### src/rtl/ram_pkg.sv
// Shared defaults for the RAM-subsystem blocks (request controller, response buffer).
package ram_pkg;

  localparam int DATA_WIDTH = 8;
  localparam int ADDR_WIDTH = 4;
  localparam int RESP_DEPTH = 4;

  // Pointer advance with explicit wrap so non-power-of-two depths stay correct.
  function automatic int unsigned wrap_inc(input int unsigned ptr, input int unsigned depth);
    return (ptr == depth - 1) ? 0 : ptr + 1;
  endfunction

endpackage

### src/rtl/resp_fifo.sv
// Synchronous response buffer: push/pop with full/empty/count, storage cleared on reset.
module resp_fifo
  import ram_pkg::*;
#(
  parameter int DATA_WIDTH = ram_pkg::DATA_WIDTH,
  parameter int DEPTH      = ram_pkg::RESP_DEPTH,
  localparam int PW        = $clog2(DEPTH),
  localparam int CW        = $clog2(DEPTH) + 1
) (
  input  logic                  clk,
  input  logic                  rst,
  input  logic                  push,
  input  logic [DATA_WIDTH-1:0] push_data,
  input  logic                  pop,
  output logic [DATA_WIDTH-1:0] pop_data,
  output logic                  full,
  output logic                  empty,
  output logic [CW-1:0]         count
);

  logic [DATA_WIDTH-1:0] mem [DEPTH];
  logic [PW-1:0]         wr_ptr;
  logic [PW-1:0]         rd_ptr;
  logic [CW-1:0]         count_q;
  logic                  do_push;
  logic                  do_pop;

  assign full     = (count_q == CW'(DEPTH));
  assign empty    = (count_q == '0);
  assign count    = count_q;
  assign pop_data = mem[rd_ptr];
  assign do_push  = push && !full;
  assign do_pop   = pop && !empty;

  always_ff @(posedge clk or posedge rst) begin
    if (rst) begin
      wr_ptr  <= '0;
      rd_ptr  <= '0;
      count_q <= '0;
      for (int i = 0; i < DEPTH; i++) mem[i] <= '0;
    end else begin
      if (do_push) begin
        mem[wr_ptr] <= push_data;
        wr_ptr      <= PW'(wrap_inc(32'(wr_ptr), DEPTH));
      end
      if (do_pop) rd_ptr <= PW'(wrap_inc(32'(rd_ptr), DEPTH));
      case ({do_push, do_pop})
        2'b10:   count_q <= count_q + 1'b1;
        2'b01:   count_q <= count_q - 1'b1;
        default: count_q <= count_q;
      endcase
    end
  end

endmodule

### src/rtl/ram_req_ctrl.sv
// Request controller for a single-port RAM with registered read data; reads return
// in order through a credit-limited response FIFO.
module ram_req_ctrl
  import ram_pkg::*;
#(
  parameter int DATA_WIDTH = ram_pkg::DATA_WIDTH,
  parameter int ADDR_WIDTH = ram_pkg::ADDR_WIDTH,
  parameter int RESP_DEPTH = ram_pkg::RESP_DEPTH,
  localparam int OW        = $clog2(RESP_DEPTH) + 1
) (
  input  logic                  clk,
  input  logic                  rst,
  input  logic                  req_valid,
  output logic                  req_ready,
  input  logic                  req_we,
  input  logic [ADDR_WIDTH-1:0] req_addr,
  input  logic [DATA_WIDTH-1:0] req_wdata,
  output logic                  resp_valid,
  input  logic                  resp_ready,
  output logic [DATA_WIDTH-1:0] resp_rdata,
  output logic                  ram_we,
  output logic [ADDR_WIDTH-1:0] ram_addr,
  output logic [DATA_WIDTH-1:0] ram_din,
  input  logic [DATA_WIDTH-1:0] ram_dout,
  output logic [OW-1:0]         outstanding
);

  logic          run_q;
  logic          inflight_q;
  logic [OW-1:0] outst_q;
  logic          accept;
  logic          rd_accept;
  logic          pop;
  logic          fifo_full;
  logic          fifo_empty;
  logic [OW-1:0] fifo_count;

  // run_q holds ready low during reset and rises on the first edge after release.
  assign req_ready   = run_q && (outst_q < OW'(RESP_DEPTH));
  assign accept      = req_valid && req_ready;
  assign rd_accept   = accept && !req_we;
  assign pop         = resp_valid && resp_ready;
  assign resp_valid  = !fifo_empty;
  assign outstanding = outst_q;

  assign ram_we   = accept && req_we;
  assign ram_addr = req_addr;
  assign ram_din  = req_wdata;

  always_ff @(posedge clk or posedge rst) begin
    if (rst) begin
      run_q      <= 1'b0;
      inflight_q <= 1'b0;
      outst_q    <= '0;
    end else begin
      run_q      <= 1'b1;
      inflight_q <= rd_accept;
      case ({rd_accept, pop})
        2'b10:   outst_q <= outst_q + 1'b1;
        2'b01:   outst_q <= outst_q - 1'b1;
        default: outst_q <= outst_q;
      endcase
    end
  end

  resp_fifo #(
    .DATA_WIDTH (DATA_WIDTH),
    .DEPTH      (RESP_DEPTH)
  ) u_resp_fifo (
    .clk       (clk),
    .rst       (rst),
    .push      (inflight_q),
    .push_data (ram_dout),
    .pop       (pop),
    .pop_data  (resp_rdata),
    .full      (fifo_full),
    .empty     (fifo_empty),
    .count     (fifo_count)
  );

  // Credits cover both the in-flight slot and buffered entries, so a capture never meets a full FIFO.
  a_no_overflow: assert property (@(posedge clk) disable iff (rst) !(fifo_full && inflight_q));
  a_credit_sum:  assert property (@(posedge clk) disable iff (rst)
                                  outst_q == fifo_count + OW'(inflight_q));

endmodule

### config.mk
export PLATFORM = sky130hd
export DESIGN_NAME = ram_req_ctrl
export DESIGN_NICKNAME = d
export VERILOG_FILES = /design/src/rtl/ram_pkg.sv /design/src/rtl/resp_fifo.sv /design/src/rtl/ram_req_ctrl.sv
export SDC_FILE = /design/constraint.sdc
export NUM_CORES = 1
export LEC_CHECK = 0
export BUFFER_PORTS_ARGS = -buffer_cell sky130_fd_sc_hd__clkbuf_2
export CAP_MARGIN = 20
export CORE_MARGIN = 2
export CORE_UTILIZATION = 50
export DETAILED_ROUTE_END_ITERATION = 12
export PLACE_DENSITY = 0.74
export SYNTH_ARGS = -nofsm -noshare
export SYNTH_HDL_FRONTEND = slang
export SYNTH_SLANG_ARGS = --single-unit
### constraint.sdc
create_clock -name clk -period 3.77 [get_ports clk]
set_input_delay 0.1885 -clock clk [delete_from_list [all_inputs] [get_ports clk]]
set_output_delay 0.1885 -clock clk [all_outputs]
set_load 0.02 [all_outputs]
; Word-level counts from Yosys, hierarchy flattened
; Cells that the tools add are included.
[word_totals]
reg_bits = 44
wordCells = 53
out_inout_bits = 26
[op_classes]
n_bitwise = 2
muxes = 10
reduce_logical = 14
addsub = 6
n_eq_ne = 7
magnitude_cmp = 4
[op_table]
columns = op, count
row1 = $bwmux 32, 1
row2 = $mux 8, 3
row3 = $bmux 8 s2, 1
row4 = $demux 8 s2, 1
row5 = $pmux 3 s2, 2
row6 = $eq 2x2->1 const B, 4
row7 = $logic_and 1x1->1, 8
row8 = $add 3x1->3 const B, 2
row9 = $ge 3x3->1 const B, 2
row10 = $not 2->3, 2
row11 = $sub 3x1->3 const B, 2
row12 = $add 2x1->2 const B, 2
row13 = $eq 2x1->1 const B, 2
row14 = $mux 2, 2
row15 = $reduce_bool 2->1, 2
row16 = $eq 3x3->1 const B, 1
row17 = $logic_not 1->1, 3
row18 = $logic_not 3->1, 1
row19 = $lt 3x1->1 const B, 1
row20 = $lt 3x3->1 const B, 1

; Depth between registers and ports, before layout
[logic_depth]
word_depth = 6
depth_mapped = 9
ltp_nobuf = 9

; Hierarchy
; A second synthesis with hierarchy kept.
[hier_totals]
hier_cells = 154
area_unflattened_um2 = 2162.1
[modules_own_cells]
columns = mod, area_each_um2, cells_per_inst, seq_area_each_um2, n_inst
row1 = resp_fifo, 1811.7, 118, 975.9, 1
row2 = ram_req_ctrl, 350.3, 36, 125.1, 1

; Worst setup path after synthesis
; OpenSTA, ideal clock, no wires.
[synth_timing]
kind = reg2reg
start = reg outst_q[2] (netlist: outstanding[2])
end = reg outst_q[2] (netlist: outstanding[2])
stages_incl_launch_ff = 10
setup_time_ns = 0.131
arrival_time_ns = 2.009
path_slack_ns = 1.630
path_cell_list = dfrtp_1 nor2b_1 nand2_1 or2_2 ha_1 inv_1 fa_1 xor2_1 nor2_1 xor2_1
[synth_via]
elab_chain_cells = 6
elab_cells_between_ends = 10
cone_classes = 2 x add/sub / 1 x order compare / 2 x eq/ne / 1 x mux / 4 x reduce/logical
[synth_rtl]
columns = item, line
row1 = from (decl), ram_req_ctrl.sv:30  ; logic [OW-1:0] outst_q;
row2 = from (signal assigned), ram_req_ctrl.sv:59  ; 2'b10: outst_q <= outst_q + 1'b1;
row3 = from (signal assigned), ram_req_ctrl.sv:60  ; 2'b01: outst_q <= outst_q - 1'b1;
row4 = from (signal assigned), ram_req_ctrl.sv:61  ; default: outst_q <= outst_q;
row5 = $lt 3x3->1 (*), ram_req_ctrl.sv:39  ; assign req_ready = run_q && (outst_q < OW'(RESP_DEPTH));
row6 = $logic_and 1x1->1 (*), ram_req_ctrl.sv:39
row7 = named net req_ready, ram_req_ctrl.sv:14  ; output logic req_ready,
row8 = $logic_and 1x1->1 (*), ram_req_ctrl.sv:40  ; assign accept = req_valid && req_ready;
row9 = $logic_and 1x1->1 (*), ram_req_ctrl.sv:41  ; assign rd_accept = accept && !req_we;
row10 = $eq 2x1->1 / $eq 2x2->1 (equally long branches), ram_req_ctrl.sv:58  ; case ({rd_accept, pop})
row11 = $pmux 3 s2 / $reduce_bool 2->1 (equally long branches), -
; Mark *: on every way through the listed nets, which the timed path passes. The rest lies on a longest branch.
; A chain may end at the register's enable or synchronous reset.

; Worst setup path in the final report
[layout_timing]
start = reg u_resp_fifo.count_q[0] (netlist: u_resp_fifo.count[0])
end = reg u_resp_fifo.count_q[2] (netlist: u_resp_fifo.count[2])
[layout_via]
elab_chain_cells = 6
elab_cells_between_ends = 13
cone_classes = 2 x add/sub / 3 x eq/ne / 1 x mux / 7 x reduce/logical
[layout_rtl]
columns = item, line
row1 = from (decl), resp_fifo.sv:24  ; logic [CW-1:0] count_q;
row2 = from (signal assigned), resp_fifo.sv:48  ; 2'b10: count_q <= count_q + 1'b1;
row3 = from (signal assigned), resp_fifo.sv:49  ; 2'b01: count_q <= count_q - 1'b1;
row4 = from (signal assigned), resp_fifo.sv:50  ; default: count_q <= count_q;
row5 = $logic_not 3->1, resp_fifo.sv:29  ; assign empty = (count_q == '0);
row6 = $logic_not 1->1, "resp_fifo.sv:33, ram_req_ctrl.sv:43"
row7 = $logic_and 1x1->1, ram_req_ctrl.sv:42  ; assign pop = resp_valid && resp_ready;
row8 = $logic_and 1x1->1, resp_fifo.sv:33  ; assign do_pop = pop && !empty;
row9 = $eq 2x1->1 / $eq 2x2->1 (equally long branches), resp_fifo.sv:47  ; case ({do_push, do_pop})
row10 = $pmux 3 s2 / $reduce_bool 2->1 (equally long branches), -
; Parallel ways exist; a longest one is shown, timed or not.

==> reports/qor.tcl <==
set qor(top_layer_used) {met4}
set qor(synth_warnings) 0
set qor(hold_viol) 5
set qor(syn_area_um2) 2140
set qor(effective_utilization_at_floorplan) 0.528
set qor(cpMaxStageDelayCell) {dfrtp_1}
set qor(crit-reg2reg-capture) {u_resp_fifo.count[2]}
set qor(grt_remaining_overflow) 0
set qor(timing.final.crit_share) 0.593
set qor(die_height_um) 69.4
set qor(worst_clock_skew_ns) 0.00722
set qor(htree_num_levels) 2
set qor(global_route_wire_length_before_repair_um) 6480
set qor(fp.dieArea_um2) 4820
set qor(synth_enable_flop_cells) 0
set qor(synth.top_cells.by_count) {dfrtp_1, mux2_2, buf_4, inv_1, mux4_2}
set qor(core_area_um2) 4060
set qor(all_layer_global_routing_usage) 0.176
set qor(crit_type) {flip-flop to flip-flop}
set qor(totalNegativeSetupSlack_ns) 0
set qor(clock_input_transition_at_the_sequential_cells_of_the_worst_setup_and_hold_paths_ns) 0.09
set qor(cp-endpoint) {u_resp_fifo.count[2]}
set qor(max_cap_viols) 0
set qor(via_per_inst) 5.30
set qor(regToRegStartpoint) {u_resp_fifo.count[0]}
set qor(rsz_0062_raised_after_global_routing) {false}
set qor(layout-drive-gt1-share) 0.506
set qor(wl_met2_um) 1930
set qor(cts-resized-gates) 0
set qor(grt_antenna_before_repair) 0
set qor(wl_per_cell_um) 17.1
set qor(routed_length_on_met1_um) 1640
set qor(endpoint_arrival_time_on_the_critical_path_ns) 2.45
set qor(synth_sequential_area_ratio) 0.514
set qor(finalInstanceArea_um2) 2340
set qor(cp_cell_sequence) {nor3b_2 -> or2b_2 -> ha_1 -> inv_1 -> fa_1 -> xor2_1 -> nor2_1 -> xor2_1}
set qor(powerDensity_nw_per_um2) 839
set qor(antenna_violating_nets_post_route) 0
set qor(clock_latency_ns) 0.30
set qor(worst_path_largest_cell_delay_ns) 0.43
set qor(drt_iter0_markers) 45
set qor(post_cts_buffers) 0
set qor(area_growth_pct) 9.29
set qor(max_slew.worst_pin.slew_ns) 0.635
set qor(detailroute.via_count) 1177
set qor(detailroute.wirelength.met3_um) 191
set qor(vdd.ir_drop.worst_v) 0.000520
set qor(dp_hpwl_um) 2720
set qor(yosys_register_bits) 44
set qor(drt-total-wl_um) 3800
set qor(violated_checks) {hold timing}
set qor(slew_violations) 0
set qor(power.static_leakage_nw) 1.13
set qor(synth_nets) 185
set qor(final_core_util) 0.577
set qor(die_w_um) 69.4
set qor(detail_route.first_pass.iterations) 4
set qor(yosys.area.top_type) {dfrtp_1}
set qor(min_period_ns) 2.24
set qor(timing.final.setup_violations) 0
set qor(cts_max_path_buffers) 2
set qor(grt_pass1_vias) 1368
set qor(worst_hold_slack_ns) -0.0104
set qor(placement.io_buffers) 26
set qor(syn_avg_cell_area_um2) 14.2
set qor(crit_path_end_kind) {flip-flop}
set qor(cts-hold-fix-buffers) 0
set qor(syn_inst) 151
set qor(ctsRootBufferMaster) {clkbuf_8}
set qor(cts-buffers-inserted) 5
set qor(timing.critical_path.mode_cell) {xor2_1}
set qor(insertedDiodeCount) 0
set qor(synth.top_cell.area_share) 0.514
set qor(min_path_type) {input port to async pin}
set qor(synth_top_flop_cell) {dfrtp_1}
set qor(drc_errors) 0
set qor(r2r.worst_path.cells) 8
set qor(slew-limit-headroom) 0.576
set qor(count_of_cell_types_in_the_netlist) 22
set qor(outcome) {finished with violations}
set qor(globalplace.congestion) 0.747
set qor(tritoncts_num_sinks) 44
set qor(placement_rows) 23
set qor(synth.top_cells.by_area) {dfrtp_1, mux2_2, mux4_2}
set qor(critPathMaxFanout) 5
set qor(grt_start_max_net_pins) 45
set qor(crit_path_start) {u_resp_fifo.count[0]}
set qor(cts_tree) {built}
set qor(final_net_count) 205
set qor(pin_count) 51
set qor(worst_setup_path_start_kind) {flip-flop}
set qor(share_of_synthesized_registers_carrying_an_async_set_or_reset) 1.00
set qor(ff2ff_setup_slack_ns) 1.53
set qor(worst-endpoint-required_ns) 3.98
set qor(place_area_um2) 2240
set qor(synth.most_common_cell) {dfrtp_1}
set qor(achievable-frequency_mhz) 447
-- metal layers --
layer  global-route usage  up-vias
li1                     -      546
met3               0.0567        6
met2                0.302       33
met1                0.210      592
met4               0.0588        0
met5                    0        -
-- cell type report --
class,count,area (um2)
clock buffers,6,82.6
clock inverters,2,15.0
fillers,321,1720
inverters,10,37.5
multi-input cells,83,903
flip-flops and latches,44,1100
well taps,50,62.6
repair buffers,27,138
-- flip-flops by register name, indices dropped and copies added, names as in the netlist --
| signal | cells |
|---|---|
| inflight_q | 1 |
| u_resp_fifo.rd_ptr | 2 |
| u_resp_fifo.mem | 32 |
| outstanding | 3 |
| run_q | 1 |
| u_resp_fifo.wr_ptr | 2 |
| u_resp_fifo.count | 3 |
-- critical path, delay by kind of cell (launching register included) --
family	cells	cell delay [ns]
simple gates	3	0.76
fa+ha+maj	2	0.57
flops	1	0.43
xor+xnor	2	0.34
buf+inv	1	0.06
-- through the flow --
step,cells,power (W),setup slack [ns],hold slack [ns]
final,222,0.00196,1.53,-0.0104
after global routing,222,0.00211,1.38,0.0454
after CTS,222,0.00199,1.51,0.0277
after detailed placement,214,0.00168,1.54,0.352
after global placement,214,0.00161,1.70,0.319
after floorplan,151,0.00146,1.63,0.255
-- how the worst min path moves through the flow --
stage / startpoint / to / cells past startpoint / slack [ns]
6_report: rst / outstanding[0] / 3 / -0.01
5_1_grt: rst / outstanding[0] / 3 / 0.05
4_1_cts: rst / u_resp_fifo.mem[15] / 3 / 0.03
3_5_place_dp: rst / outstanding[0] / 3 / 0.35
3_3_place_gp: rst / outstanding[0] / 3 / 0.32
2_1_floorplan: req_we / inflight_q / 1 / 0.25
-- cells in the final DEF (no fill, tap or decap) --
| master | n |
|---|---|
| dfrtp_1 | 44 |
| mux2_2 | 36 |
| clkbuf_2 | 26 |
| inv_1 | 10 |
| mux4_2 | 8 |
| ha_1 | 7 |
| nand2_1 | 6 |
| clkbuf_8 | 6 |
| nor2_1 | 5 |
| nor2_2 | 4 |
| xor2_1 | 4 |
| xnor2_1 | 2 |
| mux2i_1 | 2 |
| fa_1 | 2 |
| clkinvlp_4 | 2 |
| nor3b_2 | 1 |
| or2b_2 | 1 |
| or3_2 | 1 |
| nor2b_1 | 1 |
| or2_2 | 1 |
| and3_1 | 1 |
| buf_4 | 1 |
| conb_1 | 1 |
-- kinds of logic after synthesis --
group                      count (synthesis)  share of synthesized area
xor gates and xnor gates                   6                     0.0245
DFF                                       44                      0.514
muxes                                     46                      0.283
adders and majority gates                  9                     0.0596
and+or+nand+nor                           21                     0.0532
other                                      1                    0.00175
buffers and inverters                     24                     0.0637
-- power breakdown --
part,leakage (nW),internal (W),switching (W)
combinational,0.528,0.000422,0.000366
sequential,0.555,0.000685,0.000176
clock,0.0434,0.000148,0.000165
(Power assumes the default switching activity.)
